<file path="config.mk">
export PLATFORM = sky130hd
export DESIGN_NAME = data_memory_ctrl_flat
export DESIGN_NICKNAME = d
export VERILOG_FILES = /design/src/rtl/data_memory_ctrl_pkg.sv /design/src/rtl/data_memory_ctrl_if.sv /design/src/rtl/data_mem_array.sv /design/src/rtl/data_memory_ctrl.sv /design/src/flat_wrapper.sv
export SDC_FILE = /design/constraint.sdc
export NUM_CORES = 1
export LEC_CHECK = 0
export CORE_MARGIN = 2
export CORE_UTILIZATION = 45
export CTS_BUF_LIST = sky130_fd_sc_hd__clkbuf_16
export CTS_CLUSTER_SIZE = 30
export DETAILED_ROUTE_END_ITERATION = 12
export PLACE_DENSITY = 0.73
export SYNTH_ARGS = -nofsm -noshare
export SYNTH_HDL_FRONTEND = slang
export SYNTH_SLANG_ARGS = --single-unit
</file>
<file path="constraint.sdc">
create_clock -name clk -period 5.39 [get_ports clk]
set_clock_uncertainty 0.05 [all_clocks]
set_input_delay 0.8085 -clock clk [delete_from_list [all_inputs] [get_ports clk]]
set_output_delay 0.8085 -clock clk [all_outputs]
set_load 0.05 [all_outputs]
</file>
<file path="src/rtl/data_memory_ctrl_pkg.sv">
// data_mem_pkg: shared FSM state type and the power-on/re-init word pattern.
// Contents: state_t (INIT sweep, RUN accept), init_word(index, depth, data_w).
package data_mem_pkg;
  typedef enum logic {INIT, RUN} state_t;
  // Lower half of memory holds its own index, upper half counts down from 0
  // (depth/2 - idx), truncated to data_w bits (two's-complement modulo).
  function automatic logic [63:0] init_word(input int idx, input int depth, input int data_w);
    logic [63:0] v;
    v = (idx < depth / 2) ? 64'(idx) : 64'(depth / 2 - idx);
    return (data_w >= 64) ? v : v & ((64'd1 << data_w) - 64'd1);
  endfunction
endpackage

</file>
<file path="src/rtl/data_memory_ctrl_if.sv">
// data_memory_ctrl_if: access bus between a requester (master) and the memory controller (slave).
// Signals: req/we/addr/wdata/init_req from master; ready/busy/rdata/rvalid/err from slave.
interface data_memory_ctrl_if #(parameter int DATA_W = 8, parameter int ADDR_W = 8);
  logic              req;
  logic              we;
  logic [ADDR_W-1:0] addr;
  logic [DATA_W-1:0] wdata;
  logic              init_req;
  logic              ready;
  logic              busy;
  logic [DATA_W-1:0] rdata;
  logic              rvalid;
  logic              err;
  modport master (output req, we, addr, wdata, init_req, input ready, busy, rdata, rvalid, err);
  modport slave (input req, we, addr, wdata, init_req, output ready, busy, rdata, rvalid, err);
endinterface

</file>
<file path="src/rtl/data_mem_array.sv">
// data_mem_array: single-port storage, synchronous write and synchronous read.
// Ports: clk, reset (async active-low, clears only the read register), we, re,
// zero (load 0 instead of a word on a read), addr, wdata, rdata (registered).
module data_mem_array #(
  parameter int DATA_W = 8,
  parameter int DEPTH  = 32,
  parameter int IW     = 5
) (
  input  logic              clk,
  input  logic              reset,
  input  logic              we,
  input  logic              re,
  input  logic              zero,
  input  logic [IW-1:0]     addr,
  input  logic [DATA_W-1:0] wdata,
  output logic [DATA_W-1:0] rdata
);
  logic [DATA_W-1:0] mem [DEPTH];
  always_ff @(posedge clk)
    if (we) mem[addr] <= wdata;
  // Read register only moves on a read, so it holds between responses.
  always_ff @(posedge clk or negedge reset)
    if (!reset) rdata <= '0;
    else if (re) rdata <= zero ? '0 : mem[addr];
endmodule

</file>
<file path="src/rtl/data_memory_ctrl.sv">
// data_memory_ctrl: word memory with an init sweep FSM, latency-1 reads and out-of-range error pulses.
// Ports: clk, reset (async active-low), bus (slave side of data_memory_ctrl_if).
module data_memory_ctrl
  import data_mem_pkg::*;
#(
  parameter int DATA_W = 8,
  parameter int ADDR_W = 8,
  parameter int DEPTH  = 32
) (
  input  logic                clk,
  input  logic                reset,
  data_memory_ctrl_if.slave   bus
);
  localparam int IW = $clog2(DEPTH);
  state_t            state;
  logic [IW-1:0]     init_ptr;
  logic              rvalid_q;
  logic              err_q;
  logic [DATA_W-1:0] rdata_q;
  logic [ADDR_W-1:0] a;
  logic              acc;
  logic              oob;
  logic              last;
  logic              mem_we;
  logic [IW-1:0]     mem_addr;
  logic [DATA_W-1:0] mem_wdata;
  assign a         = bus.addr;
  assign acc       = bus.req && state == RUN;
  assign oob       = 32'(a) >= 32'(DEPTH);
  assign last      = init_ptr == IW'(DEPTH - 1);
  // The sweep owns the single port while in INIT; requests are ignored then.
  assign mem_we    = state == INIT || (acc && bus.we && !oob);
  assign mem_addr  = state == INIT ? init_ptr : (oob ? '0 : a[IW-1:0]);
  assign mem_wdata = state == INIT ? DATA_W'(init_word(int'(init_ptr), DEPTH, DATA_W)) : bus.wdata;
  data_mem_array #(.DATA_W(DATA_W), .DEPTH(DEPTH), .IW(IW)) u_array (
    .clk   (clk),
    .reset (reset),
    .we    (mem_we),
    .re    (acc && !bus.we),
    .zero  (oob),
    .addr  (mem_addr),
    .wdata (mem_wdata),
    .rdata (rdata_q)
  );
  // An access accepted alongside init_req still completes: its response
  // registers load on the same edge that moves the FSM into INIT.
  always_ff @(posedge clk or negedge reset)
    if (!reset) begin
      state    <= INIT;
      init_ptr <= '0;
      rvalid_q <= 1'b0;
      err_q    <= 1'b0;
    end else begin
      rvalid_q <= acc && !bus.we;
      err_q    <= acc && oob;
      if (bus.init_req) begin
        state    <= INIT;
        init_ptr <= '0;
      end else if (state == INIT) begin
        init_ptr <= last ? '0 : init_ptr + 1'b1;
        if (last) state <= RUN;
      end
    end
  assign bus.ready  = state == RUN;
  assign bus.busy   = state == INIT;
  assign bus.rdata  = rdata_q;
  assign bus.rvalid = rvalid_q;
  assign bus.err    = err_q;
endmodule

</file>
<file path="src/flat_wrapper.sv">
// flat-port wrapper written by rule: the top's interface ports become plain ports
module data_memory_ctrl_flat import data_mem_pkg::*;
#(
  parameter int DATA_W = 8,
  parameter int ADDR_W = 8,
  parameter int DEPTH  = 32
)
  (clk, reset, bus_req, bus_we, bus_addr, bus_wdata, bus_init_req, bus_ready, bus_busy, bus_rdata, bus_rvalid, bus_err);
  data_memory_ctrl_if #(.DATA_W(DATA_W), .ADDR_W(ADDR_W)) bus_i ();
  input  logic clk;
  input  logic reset;
  input wire logic [$bits(bus_i.req)-1:0] bus_req;
  input wire logic [$bits(bus_i.we)-1:0] bus_we;
  input wire logic [$bits(bus_i.addr)-1:0] bus_addr;
  input wire logic [$bits(bus_i.wdata)-1:0] bus_wdata;
  input wire logic [$bits(bus_i.init_req)-1:0] bus_init_req;
  output wire logic [$bits(bus_i.ready)-1:0] bus_ready;
  output wire logic [$bits(bus_i.busy)-1:0] bus_busy;
  output wire logic [$bits(bus_i.rdata)-1:0] bus_rdata;
  output wire logic [$bits(bus_i.rvalid)-1:0] bus_rvalid;
  output wire logic [$bits(bus_i.err)-1:0] bus_err;
  assign bus_i.req = bus_req;
  assign bus_i.we = bus_we;
  assign bus_i.addr = bus_addr;
  assign bus_i.wdata = bus_wdata;
  assign bus_i.init_req = bus_init_req;
  assign bus_ready = bus_i.ready;
  assign bus_busy = bus_i.busy;
  assign bus_rdata = bus_i.rdata;
  assign bus_rvalid = bus_i.rvalid;
  assign bus_err = bus_i.err;
  data_memory_ctrl #(.DATA_W(DATA_W), .ADDR_W(ADDR_W), .DEPTH(DEPTH)) u_core (.clk(clk), .reset(reset), .bus(bus_i));
endmodule
</file>
# Yosys cells after proc, flatten, opt, wreduce, memory -nomap -nowiden
# Memory sizes are Yosys's and may differ from the RTL's.
# Index checks and enable logic that the tools add are counted.
# classes
add_sub_neg	2
n_lt_le_gt_ge	2
eq_ne	2
mux	13
bitwise_logic	1
reduce_logical	8
# ops
operator	count
$mux 5	5
$mux 8	3
$ge 8x6->1 const B	1
$sub 5x5->6 const A	1
$add 5x1->5 const B	1
$eq 5x5->1 const B	1
$logic_and 1x1->1	5
$lt 5x5->1 const B	1
$mux 1	5
$logic_not 1->1	2
$ne 2x2->1 const B	1
$logic_or 1x1->1	1
$not 1->1	1
# totals
regBits	16
ram_bits	256
input_bits	21
output_inout_bits	12
elab_cells	34
memories	1
# mem_list
name	depth	word_bits	read_ports	rd_ports_with_merged_regs	write_ports	line	text
u_core.u_array.mem	32	8	1	0	1	data_mem_array.sv:18	logic [DATA_W-1:0] mem [DEPTH];

# Longest topological paths before layout
# Gate-level depths: netlist (run 1).
# logic_depth
depth_word	6
depth_mapped	9
mapped_depth_nobuf	9

# By module
# Synthesis (run 1) repeated with hierarchy kept, for this count alone.
# unflattened
hier_cells	673
area_unflattened_um2	11041.8
# by_module_without_submodules
module	n_inst	cells_each	area_each_um2	seq_area_each_um2
data_mem_array	1	587	10368.7	7887.6
data_memory_ctrl	1	86	673.1	200.2

# Worst setup path before layout (run 1)
# OpenSTA, ideal clock, no wires.
# synth_timing
path_type	reg-to-reg
start	register u_core.state, in the netlist u_core.bus.ready
end	memory u_core.u_array.mem[0][4] (data pin)
setup_ns	0.454
arrival_ns	2.576
path_slack_ns	2.310
stages_incl_launch_ff	5
n_path_buf	3
period_less_slack_ns	3.080
path_cell_list	dfrtp_1 -> buf_2 -> buf_1 -> clkbuf_1 -> o21ai_0
# synth_between
elab_chain_cells	1
# synth_lines
item	line	text
start, declared	data_memory_ctrl.sv:15	state_t state;
start signal, assigned	data_memory_ctrl.sv:49	state <= INIT;
start signal, assigned	data_memory_ctrl.sv:57	state <= INIT;
start signal, assigned	data_memory_ctrl.sv:61	if (last) state <= RUN;
$mux 8	data_memory_ctrl.sv:34	assign mem_wdata = state == INIT ? DATA_W'(init_word(int'(init_ptr), DEPTH, DATA_W)) : bus.wdata;
net u_core.mem_wdata[4]	data_memory_ctrl.sv:26	logic [DATA_W-1:0] mem_wdata;
end, declared	data_mem_array.sv:18	
# The timed path passes the listed nets, and every way through them passes these cells.

# Worst setup path after layout (run 1)
# layout_timing
start	register u_core.state, in the netlist u_core.bus.ready
end	memory u_core.u_array.mem[14][7], enable pin
# layout_between
elab_chain_cells	6
# layout_lines
item	line	text
$logic_and 1x1->1	data_memory_ctrl.sv:28	assign acc = bus.req && state == RUN;
$logic_and 1x1->1 (2 in a row)	data_memory_ctrl.sv:32	assign mem_we = state == INIT || (acc && bus.we && !oob);
$logic_or 1x1->1	data_memory_ctrl.sv:32	
$mux 1	data_mem_array.sv:20	if (we) mem[addr] <= wdata;
$mux 1 (implied by the code)	data_mem_array.sv:20	
# Several ways; a longest one is shown, not always the timed one.

==> metrics.md, run 1 <==
| Metric | Value |
|---|---|
| Slew Viols, Final | 0 |
| Post-Route Utilization | 51.70% |
| # Max-Cap Violations | 0 |
| Minimum clock period | 3.985 ns |
| Crit-path slowest cell | dfrtp_1 |
| Clock Latency Late Sink | 0.53 ns |
| Worst hold slack | slightly below 0.5 ns |
| Ys flop type | edfxtp_1 |
| Netlist Area Pre-Place | roughly 11000 sq um |
| Register Area | 8088 sq um |
| Finished Layout Cells | 1134 |
| Count of different cell masters after synthesis | 45 |
| Wire per inst | roughly 24 um |
| F_max | 250.9 MHz |
| First-pass DRT Iterations | 5 |
| Via count | 6807 |
| Final WS setup | 1.405 ns |
| Syn Nets | slightly below 800 |
| Maximum buffer depth of the clock tree | 3 |
| Core box area | approximately 25000 sq um |
| Crit path capture | u_core.u_array.mem[14][7] |
| Crit end category | flip-flop |
| Largest net degree at the start of global routing | 59 |
| Root Buffer Master | clkbuf_16 |
| Worst slew pin tran | about 1.4 ns |
| Setup TNS | 0 ns |
| Sequential share of the synthesized area | 71.23% |
| FILL cells | 2050 |
| Outcome | finished clean |
| Cells after synthesis | 756 |
| N_diodes | 0 |
| Initial core utilization | 45.48% |
| Total Nets Final | 808 |
| Post-route ant nets | 0 |
| Origin of the critical flop-to-flop path | u_core.bus.ready |
| Yosys reg bits | 272 |
| Post-route cell area | about 13000 sq um |
| DP Worst Slack | 1.204 ns |
| Syn avg cell area | approximately 15 sq um |
| Depth of the most critical reg-to-reg path | 4 |
| Yosys warns | 0 |
| Asr flop ratio synth | 5.882% |
| Post-CTS setup buffers | 0 |
| Overall Global Routing Usage | 20.66% |
| Critical Path AT | between 4 and 5 ns |
| Final Cycle Share | 73.93% |
| Crit path largest cell delay | 1.00 ns |
| CTS clk-pin slew, worst paths | 0.06 ns |
| Worst path cell trace | nand2b_1 > o21a_2 > nand2_1 > nor2_1 |
| Share of layout cells above drive strength 1 | 12.31% |
| Area contributors post-synth | edfxtp_1, mux2i_1, dfrtp_1 |
| IO Pins | 33 |
| Depth of the CTS H-tree | 1 |
| Worst r2r dst | u_core.u_array.mem[14][7] |
| Placed Cells | 1083 |
| Vias in the first global route | between 6000 and 7000 |
| First-pass GRT wire length | 40810 um |
| Starting DRC count in detailed routing | around 1100 |
| WS Path Type | reg2reg |
| Clock Sinks | 272 |
| Leakage | 4.270 nW |
| DR DRC count | 0 |
| CP required | 5.49 ns |
| Post-CTS sizing | 0 |
| Worst Setup SP | u_core.bus.ready |
| Total CTS buffers | 28 |
| IO Port Bufs | 32 |
| CP startpoint kind | flip-flop |
| CTS tree | built |
| DR vias/cell | ~6.0 |
| Hold Buf Count CTS | 0 |
| Die ar. | 26520 sq um |
| HPWL after DPL | 16230 um |
| Most common cell in the netlist | edfxtp_1 |
| Top cells by count, synth | edfxtp_1, nand2_1, mux2i_1 |
| Final Setup Violations | 0 |
| Critical Path Stages | 4 |
| CP max FO | 38 |
| Routed wire length | 27430 um |
| GPL Wtd Cong | roughly 0.88 |
| Crit-path leading delay family | simple AND/OR/NAND/NOR gates |
| Design Power | about 4.6 mW |
| Area leader, netlist | edfxtp_1 |
| Layout area overhead | 13.68% |
| Num rows | 58 |
| R2r setup slk | 1.41 ns |
| Die H | about 160 um |
| Dpl cell area | 11980 sq um |
| Buffers & Inverters on Critical Path | 0 |
| Power per cell area | 359.7 nW/um^2 |
| Antenna violations before repair | 0 |
| Area of the multi-input gates | around 3000 sq um |
| Worst min-delay path class | reg2reg |
| Grt ovf | 0 |
| Post-synth EDFFs | 256 |
| Max VDD drop | roughly 0.27 mV |
| Final hold violations | 0 |
| RSZ-0062 raised after global routing | false |
| Worst slew margin | between 8 and 9% |
| Die Wd | 162.8 um |
| Post-synth top area share | 67.70% |
==> worst min path at each step <==
stage | start | end | slack, ns | cells past startpoint
floorplan | reset | u_core.bus.err | 0.46 | 0
CTS | u_core.u_array.rdata[1] | u_core.u_array.rdata[1] | 0.48 | 2
global placement | u_core.u_array.rdata[1] | u_core.u_array.rdata[1] | 0.48 | 2
global route | u_core.u_array.rdata[1] | u_core.u_array.rdata[1] | 0.52 | 2
finish | u_core.u_array.rdata[1] | u_core.u_array.rdata[1] | 0.50 | 2
detailed placement | u_core.u_array.rdata[1] | u_core.u_array.rdata[1] | 0.47 | 2
==> logic make-up (layout without fill, tap and decap cells) <==
logic type                 count (synthesis)  after routing  share of synthesized area (%)
AOI/OAI and AO/OA                        171            171                          11.46
buffers and inverters                     53            101                          2.358
and+or+nand+nor                          174            174                          7.019
adders and majority gates                  4              4                         0.4408
xor gates and xnor gates                   2              2                         0.1543
muxes                                     80             80                          7.339
DFF                                      272            272                          71.23
==> where the power goes <==
group	internal [mW]	switching, mW
Sequential	2.33	0.0106
Clock	1.16	0.776
Combinational	0.130	0.237
Total	3.62	1.02
==> sequential cells by signal, summed over array words and instances (netlist names) <==
register              cells
u_core.u_array.mem      256
u_core.u_array.rdata      8
u_core.init_ptr           5
u_core.bus.err            1
u_core.bus.ready          1
u_core.bus.rvalid         1
==> routing by layer <==
metal,share of wire [%],track usage (%),vias to the layer above
li1,-,-,3018
met1,42,30.39,3342
met2,46,31.09,409
met3,11,4.838,38
met4,1.8,5.430,0
met5,0,0,-
==> layout by cell type (no fill, tap or decap), drive strengths merged, types with 6 or more instances in the layout <==
cell type,netlist,routed
o21ai,7,7
nand2,64,64
mux2,26,26
a21oi,53,53
nor3,8,8
mux2i,54,54
dfrtp,16,16
o31ai,8,8
a2111o,8,8
inv,8,9
clkinv,0,16
buf,24,10
clkbuf,21,29
a22oi,15,15
a222oi,6,6
a221o,32,32
nor2,47,47
a31oi,7,7
o22ai,17,17
and2,36,36
a221oi,6,6
edfxtp,256,256
nand3,12,12
clkdlybuf4s50,0,32
==> layout make-up <==
| cell class | instances | area share [%] |
|---|---|---|
| Timing Repair Buffer | 42 | 3.257 |
| Clock buffer | 29 | 5.622 |
| Sequential cell | 272 | 62.66 |
| Multi-Input combinational cell | 431 | 23.44 |
| Clock inverter | 22 | 1.590 |
| Tap cell | 330 | 3.199 |
| Inverter | 8 | 0.2326 |
==> worst register-to-register path: cells and delay by family (launching register included) <==
| kind | cells | cell delay [ns] |
|---|---|---|
| AND/OR/NAND/NOR | 3 | 1.73 |
| flip-flops | 1 | 1.00 |
| AO/OA/AOI/OAI | 1 | 0.82 |
No activity file was read; power rests on OpenSTA's default activity.
==> run 2, diff against run 1 <==
- clock period: 5.39 -> 4 ns (I/O delays scaled with it)
==> metrics.md, run 2 (synthesis gave the netlist of run 1 again) <==
| Metric | Value |
|---|---|
| DR vias/cell | 5.898 |
| Commonest non-fill, non-tap cells in the layout | edfxtp_1, nand2_1, mux2i_1, buf_4, a21oi_1 |
| Final Setup Violations | 0 |
| CTS clk-pin slew, worst paths | around 0.060 ns |
| GPL Wtd Cong | 0.8817 |
| CP startpoint kind | flip-flop |
| Die Wd | 162.8 um |
| N_diodes | 0 |
| Top Registers | u_core.u_array.mem (256), u_core.u_array.rdata (8), u_core.init_ptr (5) |
| Commonest non-fill, non-tap cell in the layout | edfxtp_1 |
| Post-Route Utilization | between 50% and 60% |
| Worst path cell trace | buf_4 > nand3b_1 > or2_1 > nor2_2 > a222oi_1 > a2111o_1 > o31ai_2 |
| HPWL after DPL | 17160 um |
| Die ar. | 26520 sq um |
| Outcome | finished clean |
| Worst hold slack | between 0.5 and 0.6 ns |
| DR DRC count | 0 |
| Largest net degree at the start of global routing | 61 |
| Buffers & Inverters on Critical Path | 1 |
| Worst Setup SP | u_core.bus.ready |
| Die H | 162.8 um |
| CTS tree | built |
| Antenna violations before repair | 0 |
| Depth of the CTS H-tree | 1 |
| Worst slew pin tran | 1.233 ns |
| First-pass GRT wire length | about 42000 um |
| Initial core utilization | 45.48% |
| Final hold violations | 0 |
| CP max FO | 21 |
| Vias in the first global route | 6736 |
| Final Cycle Share | 83.72% |
| Starting DRC count in detailed routing | 889 |
| Largest register FFs | about 260 |
| WS Path Type | reg2reg |
| CP required | 4.39 ns |
| Worst slew margin | 17.59% |
| First-pass DRT Iterations | 5 |
| Share of layout cells above drive strength 1 | 16.10% |
| Power per cell area | about 470 nW/um^2 |
| RSZ-0062 raised after global routing | false |
| IO Pins | 33 |
| Crit path largest cell delay | approximately 0.8 ns |
| Critical Path AT | 3.74 ns |
| Worst min-delay path class | in2async |
| FILL cells | 2002 |
| Routed wire length | 27760 um |
| Maximum buffer depth of the clock tree | 3 |
| Hold Buf Count CTS | 0 |
| Post-route ant nets | 0 |
| Post-CTS sizing | 0 |
| Crit end category | flip-flop |
| Total CTS buffers | 28 |
| Total Nets Final | 854 |
| IO Port Bufs | 32 |
| Slew Viols, Final | 0 |
| Setup TNS | 0 ns |
| Layout area overhead | 16.47% |
| Clock Sinks | 272 |
| Crit-path leading delay family | simple AND/OR/NAND/NOR gates |
| Num rows | 58 |
| Post-CTS setup buffers | 0 |
| Leakage | between 4 and 5 nW |
| Crit-path slowest cell | dfrtp_1 |
| Wire per inst | 23.51 um |
| Root Buffer Master | clkbuf_16 |
| Overall Global Routing Usage | 21.06% |
| # Max-Cap Violations | 0 |
| F_max | 298.6 MHz |
| Clock Latency Late Sink | 0.54 ns |
| Minimum clock period | roughly 3.3 ns |
| Via count | approximately 7000 |
| Grt ovf | 0 |
| Core box area | 24960 sq um |
| Origin of the critical flop-to-flop path | u_core.bus.ready |
| Most flops, register | u_core.u_array.mem |
| Max VDD drop | 0.2400 mV |
## run 2: final timing paths
kind                                      endpoint  slack, ns  cells past startpoint
setup / recovery           u_core.u_array.rdata[5]       0.65                      7
hold / removal                  u_core.init_ptr[4]       0.51                      1
setup reg to reg           u_core.u_array.rdata[5]       0.65                      7
hold reg to reg            u_core.u_array.rdata[7]       0.53                      2
max in group asynchronous  u_core.u_array.rdata[1]       2.85                      1
min in group clk           u_core.u_array.rdata[7]       0.53                      2
## run 2: report_power, final
group	leakage, nW	total (mW)	internal, mW	switching, mW
Combinational	1.44	0.502	0.185	0.318
Sequential	2.59	3.15	3.14	0.0141
Clock	0.477	2.53	1.50	1.04
Total	4.51	6.19	4.82	1.37
## run 2: area by class of cell
type / instances / area, sq um / area share, %
Tap cell: 330 / 412.9 / 3.122
Timing Repair Buffer: 88 / 765.7 / 5.790
Inverter: 8 / 30.03 / 0.2271
Multi-Input combinational cell: 431 / 3025 / 22.88
Clock buffer: 29 / 725.7 / 5.487
Clock inverter: 23 / 177.7 / 1.343
Sequential cell: 272 / 8088 / 61.15
## run 2: per-stage QoR
| stage | setup WS [ns] | total power, mW | instances | cell area [sq um] |
|---|---|---|---|---|
| 6_report | 0.6513 | 6.186 | 1181 | 13230 |
| 2_1_floorplan | 0.9202 | 3.535 | 756 | 11350 |
| 4_1_cts | 0.7290 | 6.199 | 1181 | 13230 |
| 5_1_grt | 0.5292 | 6.360 | 1181 | 13230 |
| 3_5_place_dp | 0.5447 | 3.705 | 1129 | 12320 |
| 3_3_place_gp | 0.6238 | 3.696 | 1129 | 12320 |
## run 2: routing by layer
metal  global-route usage (%)  vias to the layer above  routed length [um]
li1                         -                     3103                   -
met1                    30.35                     3454               11800
met2                    30.97                      365               12240
met3                    6.239                       44                3040
met4                    6.436                        0                 682
met5                        0                        -                   0
## run 2: worst register-to-register path, delay by kind of cell, from the launching register on
kind	cells	cell delay [ns]
flip-flops	1	0.78
AND/OR/NAND/NOR	3	1.23
AO/OA/AOI/OAI	3	0.88
buffers and inverters	1	0.31
